### config.mk
export PLATFORM = sky130hd
export DESIGN_NAME = jedro_1_ifu_prefetch
export DESIGN_NICKNAME = d
export VERILOG_FILES = /design/src/rtl/jedro_1_ifu_prefetch.sv
export SDC_FILE = /design/constraint.sdc
export NUM_CORES = 1
export LEC_CHECK = 0
export ABC_AREA = 0
export BUFFER_PORTS_ARGS = -buffer_cell sky130_fd_sc_hd__buf_2
export CAP_MARGIN = 20
export CELL_PAD_IN_SITES_DETAIL_PLACEMENT = 0
export CELL_PAD_IN_SITES_GLOBAL_PLACEMENT = 2
export CORE_AREA = 2 2 162 196
export CTS_CLUSTER_DIAMETER = 50
export DETAILED_ROUTE_END_ITERATION = 10
export DIE_AREA = 0 0 164 198
export PLACE_DENSITY = 0.9
export SETUP_SLACK_MARGIN = 0.5
export SLEW_MARGIN = 10
export SYNTH_ARGS = -nofsm -noshare
export SYNTH_HDL_FRONTEND = slang
export SYNTH_SLANG_ARGS = --single-unit
### constraint.sdc
create_clock -name clk_i -period 6.7 [get_ports clk_i]
set_input_delay 1.34 -clock clk_i [delete_from_list [all_inputs] [get_ports clk_i]]
set_output_delay 1.34 -clock clk_i [all_outputs]
set_load 0.05 [all_outputs]
### src/rtl/jedro_1_ifu_prefetch.sv
// jedro_1_ifu_prefetch: sequential instruction prefetcher with a FIFO_DEPTH-entry buffer
// Ports: clk_i/rst_i clock and sync active-high reset; jmp_instr_i/jmp_address_i redirect;
// instr_o/instr_addr_o/instr_valid_o buffered head to the decoder, decoder_ready_i pops it;
// mem_en_o/mem_addr_o ROM request, mem_rdata_i ROM data one cycle after the request.
module jedro_1_ifu_prefetch #(
    parameter int unsigned DATA_WIDTH = 32,
    parameter int unsigned ADDR_WIDTH = 32,
    parameter int unsigned FIFO_DEPTH = 4,
    parameter logic [ADDR_WIDTH-1:0] BOOT_ADDR = '0
) (
    input  logic                  clk_i,
    input  logic                  rst_i,
    input  logic                  jmp_instr_i,
    input  logic [ADDR_WIDTH-1:0] jmp_address_i,
    output logic [DATA_WIDTH-1:0] instr_o,
    output logic [ADDR_WIDTH-1:0] instr_addr_o,
    output logic                  instr_valid_o,
    input  logic                  decoder_ready_i,
    output logic                  mem_en_o,
    output logic [ADDR_WIDTH-1:0] mem_addr_o,
    input  logic [DATA_WIDTH-1:0] mem_rdata_i
);
    localparam int unsigned PW = $clog2(FIFO_DEPTH);
    localparam int unsigned CW = PW + 1;
    localparam logic [CW:0] DEPTH_C = FIFO_DEPTH[CW:0];

    logic [ADDR_WIDTH-1:0] pc_q, pc_d, req_addr_q, req_addr_d;
    logic                  inflight_q, inflight_d;
    logic [PW-1:0]         wr_ptr_q, wr_ptr_d, rd_ptr_q, rd_ptr_d;
    logic [CW-1:0]         count_q, count_d;
    logic [DATA_WIDTH-1:0] instr_buf_q [FIFO_DEPTH];
    logic [DATA_WIDTH-1:0] instr_buf_d [FIFO_DEPTH];
    logic [ADDR_WIDTH-1:0] addr_buf_q [FIFO_DEPTH];
    logic [ADDR_WIDTH-1:0] addr_buf_d [FIFO_DEPTH];
    logic                  pop, push, issue;
    logic [ADDR_WIDTH-1:0] jmp_target;
    logic [CW:0]           occupancy;

    assign jmp_target    = jmp_address_i & ~ADDR_WIDTH'(3);
    assign instr_valid_o = count_q != '0;
    assign instr_o       = instr_valid_o ? instr_buf_q[rd_ptr_q] : '0;
    assign instr_addr_o  = instr_valid_o ? addr_buf_q[rd_ptr_q] : '0;
    assign pop           = instr_valid_o & decoder_ready_i;
    assign push          = inflight_q & ~jmp_instr_i;
    // entries that will be held after this cycle's pop, counting the response still on its way
    assign occupancy     = {1'b0, count_q} + (CW+1)'(inflight_q) - (CW+1)'(pop);
    assign issue         = ~rst_i & (jmp_instr_i | (occupancy < DEPTH_C));
    assign mem_en_o      = issue;
    assign mem_addr_o    = (jmp_instr_i & ~rst_i) ? jmp_target : pc_q;

    always_comb begin
        pc_d        = pc_q;
        req_addr_d  = req_addr_q;
        inflight_d  = 1'b0;
        wr_ptr_d    = wr_ptr_q;
        rd_ptr_d    = rd_ptr_q;
        count_d     = count_q;
        instr_buf_d = instr_buf_q;
        addr_buf_d  = addr_buf_q;
        if (jmp_instr_i) begin
            // flush drops the buffer and the response arriving now
            pc_d       = jmp_target + ADDR_WIDTH'(4);
            req_addr_d = jmp_target;
            inflight_d = 1'b1;
            wr_ptr_d   = '0;
            rd_ptr_d   = '0;
            count_d    = '0;
        end else begin
            if (push) begin
                instr_buf_d[wr_ptr_q] = mem_rdata_i;
                addr_buf_d[wr_ptr_q]  = req_addr_q;
                wr_ptr_d              = wr_ptr_q + PW'(1);
            end
            if (pop) rd_ptr_d = rd_ptr_q + PW'(1);
            count_d = count_q + CW'(push) - CW'(pop);
            if (issue) begin
                pc_d       = pc_q + ADDR_WIDTH'(4);
                req_addr_d = pc_q;
                inflight_d = 1'b1;
            end
        end
    end

    always_ff @(posedge clk_i) begin
        if (rst_i) begin
            pc_q       <= BOOT_ADDR;
            req_addr_q <= BOOT_ADDR;
            inflight_q <= 1'b0;
            wr_ptr_q   <= '0;
            rd_ptr_q   <= '0;
            count_q    <= '0;
        end else begin
            pc_q       <= pc_d;
            req_addr_q <= req_addr_d;
            inflight_q <= inflight_d;
            wr_ptr_q   <= wr_ptr_d;
            rd_ptr_q   <= rd_ptr_d;
            count_q    <= count_d;
        end
    end

    always_ff @(posedge clk_i) begin
        instr_buf_q <= instr_buf_d;
        addr_buf_q  <= addr_buf_d;
    end
endmodule
Yosys cells after proc, flatten, opt, wreduce, memory -nomap -nowiden
Index checks and enable logic that the tools add are counted.

cells by class
  add/subtract/negate cells = 8
  $lt $le $gt $ge = 4
  mux-type cells = 19
  bitwise logic cells = 9
  reductions and logical operators = 5

operator list
  operator                                                              count
  32-bit two-way mux                                                    12
  128-bit bitwise mux                                                   2
  32-bit binary-select mux with 2-bit select                            2
  32-bit by 3-bit adder with 32-bit output, second input constant       2
  32-bit demux with 2-bit select                                        1
  3-bit >= comparator, second input constant                            2
  2-bit inverter with 3-bit output                                      2
  2-bit by 1-bit adder with 2-bit output, second input constant         2
  3-bit by 1-bit adder with 4-bit output                                1
  1-bit AND                                                             4
  4-bit by 3-bit < comparator with 1-bit output, second input constant  1
  4-bit by 1-bit subtractor with 4-bit output                           1
  3-bit by 1-bit adder with 3-bit output                                1
  3-bit by 1-bit < comparator with 1-bit output, second input constant  1
  3-bit nonzero test                                                    1
  3-bit by 1-bit subtractor with 3-bit output                           1
  1-bit two-way mux                                                     2
  1-bit inverter                                                        2
  2-bit AND reduction                                                   1
  2-bit nonzero test                                                    1
  2-bit OR reduction                                                    1
  1-bit logical AND                                                     1
  1-bit bitwise OR                                                      1

word-level totals
  register bits = 328
  output and inout bits = 98
  word-level logic and storage cells = 60

Logic depth before layout (Yosys ltp)
  word-level depth = 8
  depth in mapped cells = 12
  depth with buffers taken out = 9

Least setup slack after synthesis
Ideal clock, no wire load.

  path type = input -> output
  from = input decoder_ready_i
  to = output mem_en_o
  arrival = 3.301 ns
  data required time = 5.360 ns
  slack = 2.059 ns
  stages = 8
  buffers on the path = 0
  path through = nand2b_1 -> or2_2 -> ha_1 -> nand2_1 -> o311ai_1 -> mux2_2 -> nor2_1 -> inv_1

between the ends
  cells in the longest elaborated chain, start to end = 5

RTL lines
  what                                           RTL line  RTL
  start, declared                                18        input logic decoder_ready_i,
  1-bit AND                                      43        assign pop = instr_valid_o & decoder_ready_i;
  4-bit by 1-bit subtractor with 4-bit output    46        assign occupancy = {1'b0, count_q} + (CW+1)'(inflight_q) - (CW+1)'(pop);
  4-bit by 3-bit < comparator with 1-bit output  47        assign issue = ~rst_i & (jmp_instr_i | (occupancy < DEPTH_C));
  1-bit bitwise OR                               47
  1-bit AND                                      47
  end, declared                                  19        output logic mem_en_o,

No other way between the ends.

Worst setup path in the final report
Ends and elaborated chain as after synthesis.

==> run summary <==
Rel. slew slack = 0.339
DR iter-0 viols = 443
DRC Markers = 0
Num CTS Buffers = 30
Fin. max-slew vios = 0
Vias = 7804
Routed len/inst = 18.9 microns
Die Ht = 198 microns
Final Cycle Share = 0.761
Resize count post-CTS = 0
Crit path largest cell delay = 0.56 ns
Top-level I/O count = 166
Ant diodes = 0
Fmax = 196 MHz
Initial core utilization = 0.440
Hold_sp = req_addr_q[25]$_SDFFE_PP0P_
Crit path top cell by count = buf_2
Setup TNS = 0 ns
FF-to-FF Start = count_q[1]$_SDFF_PP0_
PwrDens = 302 nW/um^2
Critical Path, Cell by Cell = buf_2 > nand2b_1 > or2_2 > ha_1 > nand2_1 > o311ai_1 > mux2_2 > nor2_1 > inv_1 > buf_2
Worst vdd ir = 0.194 mV
Gp weighted congestion = 0.751
Largest net degree at the start of global routing = 66
Core Util, Final = 0.512
Register area share after synthesis = 0.649
Leading area contributor after synthesis = edfxtp_1
First-pass GRT wire length = 42.8 mm
Final hold violation count = 0
Post-synth design cell area = 13600 sq um
Grt ovf = 0
Placed cell count = 1403
Final HPWL DP = 16.8 mm
Layout cells sized above 1 = 0.317
Number of global-route vias before repair = 7767
First-pass DRT Iterations = 5
Fin nets = 1111
Hold Path Class = reg -> reg
Static leakage = 0.00565 uW
Setup WS post-layout = 1.60 ns
Post-synth top area share = 0.549
Max Root-Sink Buffers = 3
Post-DRT Antenna Nets = 0
CTS tree = built
FF/Latch Area = 8820 sq um
Number of synthesized flops with an enable pin = 248
FILL cells = 2640
Worst-path clk slew = 0.06 ns
Critical-path maximum fanout = 20
Die X = 164 microns
Non-Filler Instances = 1459
Mean post-synth cell area = 15.3 sq um
Synth cell types = 58
Worst r2r dst = pc_q[2]$_SDFFE_PP0P_
Worst R2R Path Depth = 9
Clock Sinks = 316
GRT Overall Usage = 0.169
Port bufs = 159
Yosys reg bits = 316
Latest clock arrival within the worst-skew pair = 0.54 ns
Status = finished, final reports clean
Clk root buf = clkbuf_16
R2R setup slack = 3.37 ns
Worst-case clock skew = 0.0118 ns
Fin crit period = 5.10 ns
Layout area overhead = 16.3%
Dpl cell area = 14700 sq um
Cells after synthesis = 888
Main flop type after synthesis = edfxtp_1
CP Capture Type = output port
# rows = 71
RSZ-0062 raised after global routing = false
Largest cells by area after synthesis = edfxtp_1, mux4_2, dfxtp_1
Setup Crit Path Kind = in -> out
Number of synthesis warnings = 0
Required @ worst endpoint = 5.36 ns
Area of the multi-input gates = 4490 sq um
Crit start category = primary input
Placement Setup Slack = 1.57 ns
Top post-synthesis cells by count = edfxtp_1, and2_1, dfxtp_1
Crit-path slowest cell = mux2_2
Max-cap violations = 0
Antenna violations before repair = 0
Most frequent cell after synthesis = edfxtp_1
Setup-failing EPs final = 0
Worst EP arrival = 3.76 ns
Hold path depth = 0
Worst slew pin tran = 0.991 ns
Setup Buffers After CTS = 0
Core ar. = 30800 sq um
H-tree depth = 1
Finished Cell Area = 15800 sq um
Ys async rst share = 0
Vias per std cell = 5.35
Cts hold-fix bufs = 0
Hold Path End = addr_buf_q[25]$_DFFE_PP_
WL final = 27.6 mm
Full die area = 32500 sq um
[how the worst max path moves through the flow]
stage / from / end / cells past startpoint
2_1_floorplan: decoder_ready_i / mem_en_o / 8
3_3_place_gp: decoder_ready_i / mem_en_o / 10
3_5_place_dp: decoder_ready_i / mem_en_o / 10
6_report: decoder_ready_i / mem_en_o / 10
4_1_cts: decoder_ready_i / mem_en_o / 10
5_1_grt: decoder_ready_i / mem_en_o / 10
[through the flow]
step / hold slack, ns / power [uW]
global placement: 0.474 / 3010
floorplan: 0.446 / 2830
detailed placement: 0.500 / 3030
global route: 0.528 / 4950
finish: 0.510 / 4770
CTS: 0.512 / 4820
[cell families (layout without fill, tap and decap cells)]
family	Yosys count	count (layout)	synth area share
buffers and inverters	69	236	0.0224
DFF	316	316	0.649
AOI/OAI and AO/OA	86	86	0.0458
and+or+nand+nor	246	246	0.0987
adders and majority gates	9	9	0.00885
other	1	4	0.000276
muxes	118	118	0.147
xor gates and xnor gates	43	43	0.0277
[worst max-delay path, delay by kind of cell]
family                   cells  cell delay, ns
adder cells (fa/ha/maj)      1            0.29
multiplexers                 1            0.56
AND/OR/NAND/NOR              4            0.50
buffers and inverters        3            0.59
AO/OA/AOI/OAI                1            0.47
[power breakdown]
part	leakage, uW	internal, uW	switching [uW]
registers	0.00284	2230	71.9
clock network	0.000510	1080	709
logic	0.00229	209	467
total	0.00565	3520	1250
[layout make-up]
class	count	area share
repair buffers	168	0.0547
flip-flops and latches	316	0.559
clock inverters	19	0.0169
clock buffers	37	0.0506
inverters	12	0.00285
well taps	401	0.0318
multi-input cells	506	0.284
[placed cells by master (no fill, tap or decap), drive strengths merged, types with 15 or more instances in the layout]
master,Yosys,final
clkbuf,37,37
xor2,23,23
and2,69,69
nand2,47,47
edfxtp,248,248
a211oi,23,23
dfxtp,68,68
mux4,62,62
a21oi,16,16
buf,20,168
nor2,60,60
xnor2,20,20
mux2,33,33
nand3,15,15
mux2i,23,23
[state kept, by name, indices dropped and copies added, names as in the netlist]
name,flops
addr_buf_q,120
count_q,3
inflight_q,1
instr_buf_q,128
pc_q,30
rd_ptr_q,2
req_addr_q,30
wr_ptr_q,2
[routing by layer]
| layer | vias to the layer above | part of all wire | GRT usage |
|---|---|---|---|
| met5 | - | 0 | 0 |
| met4 | 0 | 0.011 | 0.0325 |
| met3 | 25 | 0.045 | 0.0182 |
| met2 | 193 | 0.49 | 0.291 |
| met1 | 3916 | 0.45 | 0.234 |
| li1 | 3670 | - | - |
No activity file was read; power rests on OpenSTA's default activity.
